<file path="src/rtl/lc3_decode_stage_if.sv">
// Bus between fetch/instruction memory, the LC-3 decode stage and its downstream consumers.
// The decode stage sits on the slave side; the fetch/consumer side uses the master modport.
interface lc3_decode_stage_if #(
    parameter int WIDTH = 16
);
    logic             enable_decode;
    logic [WIDTH-1:0] dout;
    logic [WIDTH-1:0] npc_in;
    logic [WIDTH-1:0] instr_dout;
    logic [WIDTH-1:0] npc_out;
    logic [5:0]       E_control_i;
    logic [1:0]       W_control_i;
    logic             Mem_control_i;

    modport master (
        output enable_decode,
        output dout,
        output npc_in,
        input  instr_dout,
        input  npc_out,
        input  E_control_i,
        input  W_control_i,
        input  Mem_control_i
    );

    modport slave (
        input  enable_decode,
        input  dout,
        input  npc_in,
        output instr_dout,
        output npc_out,
        output E_control_i,
        output W_control_i,
        output Mem_control_i
    );
endinterface

</file>
<file path="src/rtl/lc3_decode_stage.sv">
// LC-3 decode pipeline stage: registers IR and next-PC and derives the execute,
// writeback and memory control words from the captured instruction opcode.
module lc3_decode_stage #(
    parameter int WIDTH = 16
) (
    input  logic             clock,
    input  logic             reset,
    lc3_decode_stage_if.slave dec
);

    if (WIDTH != 16) begin : g_width_check
        $error("lc3_decode_stage: only WIDTH = 16 is supported");
    end

    localparam logic [3:0] OP_BR  = 4'b0000;
    localparam logic [3:0] OP_ADD = 4'b0001;
    localparam logic [3:0] OP_LD  = 4'b0010;
    localparam logic [3:0] OP_ST  = 4'b0011;
    localparam logic [3:0] OP_AND = 4'b0101;
    localparam logic [3:0] OP_LDR = 4'b0110;
    localparam logic [3:0] OP_STR = 4'b0111;
    localparam logic [3:0] OP_NOT = 4'b1001;
    localparam logic [3:0] OP_LDI = 4'b1010;
    localparam logic [3:0] OP_STI = 4'b1011;
    localparam logic [3:0] OP_JMP = 4'b1100;
    localparam logic [3:0] OP_LEA = 4'b1110;

    logic [3:0]       opcode_s;
    logic [1:0]       alu_ctrl_s;
    logic [1:0]       pcsel1_s;
    logic             pcsel2_s;
    logic             op2sel_s;
    logic [1:0]       w_ctrl_s;
    logic             mem_ctrl_s;

    logic [WIDTH-1:0] instr_d, instr_q;
    logic [WIDTH-1:0] npc_d,   npc_q;
    logic [5:0]       e_ctrl_d, e_ctrl_q;
    logic [1:0]       w_ctrl_d, w_ctrl_q;
    logic             mem_ctrl_d, mem_ctrl_q;

    assign opcode_s = dec.dout[15:12];

    // Opcode decode of the incoming instruction word (only loaded when enabled)
    always_comb begin
        alu_ctrl_s = 2'b00;
        pcsel1_s   = 2'b00;
        pcsel2_s   = 1'b0;
        op2sel_s   = 1'b0;
        w_ctrl_s   = 2'b00;
        mem_ctrl_s = 1'b0;
        case (opcode_s)
            OP_ADD: begin
                alu_ctrl_s = 2'b00;
                op2sel_s   = ~dec.dout[5];
            end
            OP_AND: begin
                alu_ctrl_s = 2'b01;
                op2sel_s   = ~dec.dout[5];
            end
            OP_NOT: begin
                alu_ctrl_s = 2'b10;
                op2sel_s   = 1'b1;
            end
            OP_BR, OP_ST: begin
                pcsel1_s = 2'b01;
                pcsel2_s = 1'b1;
            end
            OP_LD: begin
                pcsel1_s = 2'b01;
                pcsel2_s = 1'b1;
                w_ctrl_s = 2'b10;
            end
            OP_LDI: begin
                pcsel1_s   = 2'b01;
                pcsel2_s   = 1'b1;
                w_ctrl_s   = 2'b10;
                mem_ctrl_s = 1'b1;
            end
            OP_STI: begin
                pcsel1_s   = 2'b01;
                pcsel2_s   = 1'b1;
                mem_ctrl_s = 1'b1;
            end
            OP_LEA: begin
                pcsel1_s = 2'b01;
                pcsel2_s = 1'b1;
                w_ctrl_s = 2'b01;
            end
            OP_LDR: begin
                pcsel1_s = 2'b10;
                w_ctrl_s = 2'b10;
            end
            OP_STR: begin
                pcsel1_s = 2'b10;
            end
            OP_JMP: begin
                pcsel1_s = 2'b11;
            end
            // RTI, reserved and TRAP leave every control field cleared
            default: begin
                alu_ctrl_s = 2'b00;
                pcsel1_s   = 2'b00;
                pcsel2_s   = 1'b0;
                op2sel_s   = 1'b0;
                w_ctrl_s   = 2'b00;
                mem_ctrl_s = 1'b0;
            end
        endcase
    end

    // Next-state selection: capture on enable, otherwise hold so disabled inputs never leak through
    always_comb begin
        instr_d    = instr_q;
        npc_d      = npc_q;
        e_ctrl_d   = e_ctrl_q;
        w_ctrl_d   = w_ctrl_q;
        mem_ctrl_d = mem_ctrl_q;
        if (dec.enable_decode) begin
            instr_d    = dec.dout;
            npc_d      = dec.npc_in;
            e_ctrl_d   = {alu_ctrl_s, pcsel1_s, pcsel2_s, op2sel_s};
            w_ctrl_d   = w_ctrl_s;
            mem_ctrl_d = mem_ctrl_s;
        end else begin
            instr_d    = instr_q;
            npc_d      = npc_q;
            e_ctrl_d   = e_ctrl_q;
            w_ctrl_d   = w_ctrl_q;
            mem_ctrl_d = mem_ctrl_q;
        end
    end

    // Output registers with synchronous reset taking priority over enable
    always_ff @(posedge clock) begin
        if (reset) begin
            instr_q    <= {WIDTH{1'b0}};
            npc_q      <= {WIDTH{1'b0}};
            e_ctrl_q   <= 6'b000000;
            w_ctrl_q   <= 2'b00;
            mem_ctrl_q <= 1'b0;
        end else begin
            instr_q    <= instr_d;
            npc_q      <= npc_d;
            e_ctrl_q   <= e_ctrl_d;
            w_ctrl_q   <= w_ctrl_d;
            mem_ctrl_q <= mem_ctrl_d;
        end
    end

    assign dec.instr_dout    = instr_q;
    assign dec.npc_out       = npc_q;
    assign dec.E_control_i   = e_ctrl_q;
    assign dec.W_control_i   = w_ctrl_q;
    assign dec.Mem_control_i = mem_ctrl_q;

endmodule
</file>
<file path="src/flat_wrapper.sv">
// flat-port wrapper written by rule: the top's interface ports become plain ports
module lc3_decode_stage_flat 
#(
    parameter int WIDTH = 16
)
  (clock, reset, dec_enable_decode, dec_dout, dec_npc_in, dec_instr_dout, dec_npc_out, dec_E_control_i, dec_W_control_i, dec_Mem_control_i);
  lc3_decode_stage_if #(.WIDTH(WIDTH)) dec_i ();
  input  logic clock;
  input  logic reset;
  input wire logic [$bits(dec_i.enable_decode)-1:0] dec_enable_decode;
  input wire logic [$bits(dec_i.dout)-1:0] dec_dout;
  input wire logic [$bits(dec_i.npc_in)-1:0] dec_npc_in;
  output wire logic [$bits(dec_i.instr_dout)-1:0] dec_instr_dout;
  output wire logic [$bits(dec_i.npc_out)-1:0] dec_npc_out;
  output wire logic [$bits(dec_i.E_control_i)-1:0] dec_E_control_i;
  output wire logic [$bits(dec_i.W_control_i)-1:0] dec_W_control_i;
  output wire logic [$bits(dec_i.Mem_control_i)-1:0] dec_Mem_control_i;
  assign dec_i.enable_decode = dec_enable_decode;
  assign dec_i.dout = dec_dout;
  assign dec_i.npc_in = dec_npc_in;
  assign dec_instr_dout = dec_i.instr_dout;
  assign dec_npc_out = dec_i.npc_out;
  assign dec_E_control_i = dec_i.E_control_i;
  assign dec_W_control_i = dec_i.W_control_i;
  assign dec_Mem_control_i = dec_i.Mem_control_i;
  lc3_decode_stage #(.WIDTH(WIDTH)) u_core (.clock(clock), .reset(reset), .dec(dec_i));
endmodule
</file>
<file path="config.mk">
export PLATFORM = sky130hd
export DESIGN_NAME = lc3_decode_stage_flat
export DESIGN_NICKNAME = d
export VERILOG_FILES = /design/src/rtl/lc3_decode_stage_if.sv /design/src/rtl/lc3_decode_stage.sv /design/src/flat_wrapper.sv
export SDC_FILE = /design/constraint.sdc
export NUM_CORES = 1
export LEC_CHECK = 0
export ABC_AREA = 1
export CAP_MARGIN = 10
export CELL_PAD_IN_SITES_DETAIL_PLACEMENT = 0
export CELL_PAD_IN_SITES_GLOBAL_PLACEMENT = 1
export CORE_ASPECT_RATIO = 1.5
export CORE_MARGIN = 2
export CORE_UTILIZATION = 44
export CTS_BUF_LIST = sky130_fd_sc_hd__clkbuf_8
export CTS_CLUSTER_DIAMETER = 50
export DETAILED_ROUTE_END_ITERATION = 10
export DONT_BUFFER_PORTS = 1
export PLACE_DENSITY = 0.76
export SKIP_CTS_REPAIR_TIMING = 1
export SYNTH_ARGS = -nofsm -noshare
export SYNTH_HDL_FRONTEND = slang
export SYNTH_SLANG_ARGS = --single-unit
</file>
<file path="constraint.sdc">
create_clock -name clock -period 0.8 [get_ports clock]
set_input_delay 0.08 -clock clock [delete_from_list [all_inputs] [get_ports clock]]
set_output_delay 0.08 -clock clock [all_outputs]
set_load 0.01 [all_outputs]
</file>
=== Word-level counts from Yosys, hierarchy flattened ===
Index checks and enable logic that the tools add are counted.

* Bits in registers: 41
* Input port bits: 35
* Word-level logic and storage cells: 29

* Eq/ne operators: 11
* Mux-type cells: 6
* Bitwise gates (word level): 1
* Reductions and logical operators: 6

{| class="wikitable"
|+ Operator list
! kind !! count
|-
| $eq 4x4->1 const B || 5
|-
| $eq 4x3->1 const B || 3
|-
| $eq 4x2->1 const B || 2
|-
| $pmux 2 s2 || 2
|-
| $pmux 2 s3 || 1
|-
| $reduce_or 2->1 || 3
|-
| $reduce_or 6->1 || 1
|-
| $eq 4x1->1 const B || 1
|-
| $logic_not 4->1 || 1
|-
| $reduce_or 3->1 || 1
|-
| $mux 1 || 2
|-
| $pmux 1 s2 || 1
|-
| $not 1->1 || 1
|}

=== Logic depth before layout (Yosys ltp) ===
* Depth after elaboration: 3
* Mapped depth: 7

=== Worst setup path after synthesis ===
No wires, ideal clock.

* Path type: register to register
* From: reg, netlist name u_core.dec.E_control_i[2]
* To: reg u_core.e_ctrl_q[2] (netlist: u_core.dec.E_control_i[2])
* Setup time: 0.132 ns
* Arrival time: 0.686 ns
* Data required time: 0.668 ns
* Slack: -0.018 ns
* Stages on the path, launching flop included: 4
* Path buffers: 0
* Cells stage by stage: dfxtp_1 -> or2_2 -> nand2_1 -> a21oi_1

{| class="wikitable"
|+ RTL lines
! item !! RTL line !! text
|-
| end signal, assigned || lc3_decode_stage.sv:145 || <nowiki>e_ctrl_q <= e_ctrl_d;</nowiki>
|-
| end, declared || lc3_decode_stage.sv:38 || <nowiki>logic [5:0] e_ctrl_d, e_ctrl_q;</nowiki>
|}

=== Worst setup path in the final report ===
* From: reg u_core.e_ctrl_q[0] (netlist: u_core.dec.E_control_i[0])
* To: out dec_E_control_i[0]

{| class="wikitable"
|+ RTL lines
! item !! RTL line !! text
|-
| end, declared || flat_wrapper.sv:15 || <nowiki>output wire logic [$bits(dec_i.E_control_i)-1:0] dec_E_control_i;</nowiki>
|}

No word-level cell between the ends.

==> summary.md <==
| Metric | Value |
|---|---|
| Tightest slew margin relative to the limit | 0.7534 |
| Core Footprint | 3351 µm² |
| Largest driver fanout on the critical path | 2 |
| Syn avg cell area | 7.673 µm² |
| Type of element capturing the critical path | primary output |
| Post-Layout Inst Area | 2042 µm² |
| Combinational family with the most area after synthesis | simple AND/OR/NAND/NOR gates |
| Detailed placement HPWL | 2212 µm |
| Placement row count | 26 |
| Type of the worst setup path | flop to primary output |
| CP bufs+invs | 1 |
| Number of enable flip-flop cells after synthesis | 0 |
| Violated checks | hold timing, setup timing |
| Final weighted congestion of routability-driven global placement | 0.7876 |
| Hold Fails Final Rpt | 38 |
| Xor/xnor share of the synthesized area | 0 |
| Cell area reported after detailed placement | 1589 µm² |
| Worst-case hold slack | -150.3 ps |
| Maximum number of buffers from clock root to sink | 2 |
| Simple-gate area share of the yosys netlist | 0.2321 |
| Required arrival time at the worst endpoint | 720 ps |
| FF+latch area | 834.6 µm² |
| Source-to-sink clock delay at the later pin of the worst-skew pair | 280 ps |
| Crit-path slowest cell | sky130_fd_sc_hd__dfxtp_2 |
| Outcome | complete, but fails checks |
| Number of standard cells after synthesis | 196 |
| Filler-free cell count of the finished design | 274 |
| Total track usage | 0.1600 |
| Critical-path cell list | buf_6 |
| Path category of the worst min-delay check | input port to flop |
| Vias in the first global route | 1056 |
| Final critical-path required period | 812.1 ps |
| Leakage | 0.8801 nW |
| Remaining number of nets flagged by the antenna check after routing | 0 |
| Kind of cell adding the most delay to the critical path | flip-flops |
| IR drop worst, VDD | 1446 µV |
| Mapped cell area | 1504 µm² |
| Final nets | 266 |
| Pre-Repair DR Iteration Count | 4 |
| Count of unresolved DRC violations after routing | 0 |
| Arithmetic-cell share of the synthesized area counting full adders, half adders and majority gates | 0 |
| Post-detailed-route via-to-cell ratio | 4.901 |
| Share of final-layout standard cells stronger than drive strength 1 | 0.1509 |
| Total via count after detailed routing | 1343 |
| Number of antenna violations at the first check in global routing | 0 |
| Largest net degree at the start of global routing | 45 |
| Wirelength, routed | 3474 µm |
| Setup TNS | -39.11 ps |
| Number of buffers created by CTS | 5 |
| H-tree lvl count | 2 |
| Area fraction in compound gates after synthesis | 0.1547 |
| Post-placement cell count | 238 |
| Clock Sink Count | 41 |
| Number of diodes | 0 |
| Synthesis warning total | 0 |
| CTS clk-pin slew, worst paths | 70 ps |
| Asr flop ratio synth | 0 |
| Vertical die dimension | 75.61 µm |
| Area of combinational cells with multiple inputs | 586.8 µm² |
| Net count after synthesis | 231 |
| CP max stage delay | 330 ps |
| Primary flip-flop cell chosen by synthesis mapping | sky130_fd_sc_hd__dfxtp_1 |
| Setup repair after global routing missed its margin | yes |
| Area overhead of the layout relative to synthesis | 35.77% |
| Clock root cell | sky130_fd_sc_hd__clkbuf_8 |
| Setup slack of the critical path after layout | -12.15 ps |
| Setup violators final | 8 |
| Total power divided by cell area | 2150 nW/µm² |
| Multiplexer share of the synthesized area | 0 |
| Max-cap viol count | 0 |
| Per-cell routed wire length | 12.68 µm |
| CTS tree | done |
| Highest achievable clock rate | 1231 MHz |
| Total overflow reported by the global router | 0 |
| Initial drt markers | 45 |
| Pre-CTS worst setup slack | 55.56 ps |
| Global-route wire length before repair | 4623 µm |
| Fin crit share | 1.015 |
| Number of buffers inserted by port buffering | 0 |
| Utilization after layout | 0.6094 |
| Seq cells post-synth | 41 |
| I/O Pins | 76 |
| Overall Power | 4.391 mW |
| Element type at the critical path start | flop |
| Count of filler cells inserted in the layout | 315 |
| Arrival time worst endpoint | 730 ps |
| Cell variety after synth | 17 |
| Initial Utilization | 0.4488 |
| Post-synthesis sequential area ratio | 0.5458 |
| Floorplan die area | 3911 µm² |
| Die Span X | 51.74 µm |
| Worst Max-Slew Pin Slew | 370.0 ps |
| Worst setup skew after layout | 0 ps |
| Final number of max-transition violations | 0 |
==> registers in the layout (all words and copies together), names as in the netlist <==
| signal | count |
|---|---|
| u_core.dec.npc_out | 16 |
| u_core.dec.W_control_i | 2 |
| u_core.dec.E_control_i | 6 |
| u_core.dec.Mem_control_i | 1 |
| u_core.dec.instr_dout | 16 |
==> final timing paths <==
| kind | startpoint | endpoint | slack, ps | cells past startpoint |
|---|---|---|---|---|
| worst max-delay path | u_core.dec.E_control_i[0]$_SDFFE_PP0P_ | dec_E_control_i[0] | -10 | 1 |
| worst min-delay path | reset | u_core.dec.E_control_i[1]$_SDFFE_PP0P_ | -150 | 1 |
| worst max register to register | u_core.dec.E_control_i[2]$_SDFFE_PP0P_ | u_core.dec.E_control_i[2]$_SDFFE_PP0P_ | 50 | 3 |
| worst min register to register | u_core.dec.E_control_i[1]$_SDFFE_PP0P_ | u_core.dec.E_control_i[1]$_SDFFE_PP0P_ | 460 | 2 |
==> synthesized netlist by cell type, types with 2 or more instances <==
cell	instances	area (µm²)
sky130_fd_sc_hd__nand2_1	21	78.83
sky130_fd_sc_hd__clkbuf_2	3	15.01
sky130_fd_sc_hd__o21ai_0	34	170.2
sky130_fd_sc_hd__clkbuf_1	4	15.01
sky130_fd_sc_hd__nand3_1	2	10.01
sky130_fd_sc_hd__buf_2	4	20.02
sky130_fd_sc_hd__a21oi_1	11	55.05
sky130_fd_sc_hd__dfxtp_1	41	820.8
sky130_fd_sc_hd__inv_1	7	26.28
sky130_fd_sc_hd__nor2_1	62	232.7
==> kinds of logic (layout without fill, tap and decap cells) <==
kind of cell           after synthesis  count (layout)
buffers and inverters               21              57
AOI/OAI and AO/OA                   46              46
DFF                                 41              41
and+or+nand+nor                     88              88
==> power breakdown <==
group / internal (mW) / switching (mW)
clock network: 1.00 / 0.650
logic: 0.239 / 0.193
registers: 2.18 / 0.128
total: 3.42 / 0.971
==> area by class of cell <==
type                       instances  area share
clock buffer                       6     0.04044
clock inverter                     2     0.01654
inverter                           8     0.01593
multi-input combinational        134      0.2874
sequential                        41      0.4087
tap                               42     0.02574
timing repair buffer              41      0.2053
==> layout by cell type, fill, tap and decap left out, drive strengths merged <==
cell / synthesis / layout
nor2: 62 / 62
dfxtp: 41 / 41
o21ai: 34 / 34
dlygate4sd3: 0 / 28
nand2: 21 / 21
buf: 6 / 13
a21oi: 11 / 11
inv: 8 / 9
clkbuf: 7 / 6
nand3: 2 / 2
nor3: 2 / 2
a211oi: 1 / 1
or2: 1 / 1
bufinv: 0 / 1
==> routing by layer <==
metal | up-vias | global-route usage | part of all wire
met4 | 0 | 0.07895 | 0.017
li1 | 690 | - | -
met5 | - | 0 | 0
met3 | 5 | 0.06471 | 0.074
met2 | 51 | 0.2806 | 0.51
met1 | 597 | 0.1638 | 0.40
(Power assumes the default switching activity.)
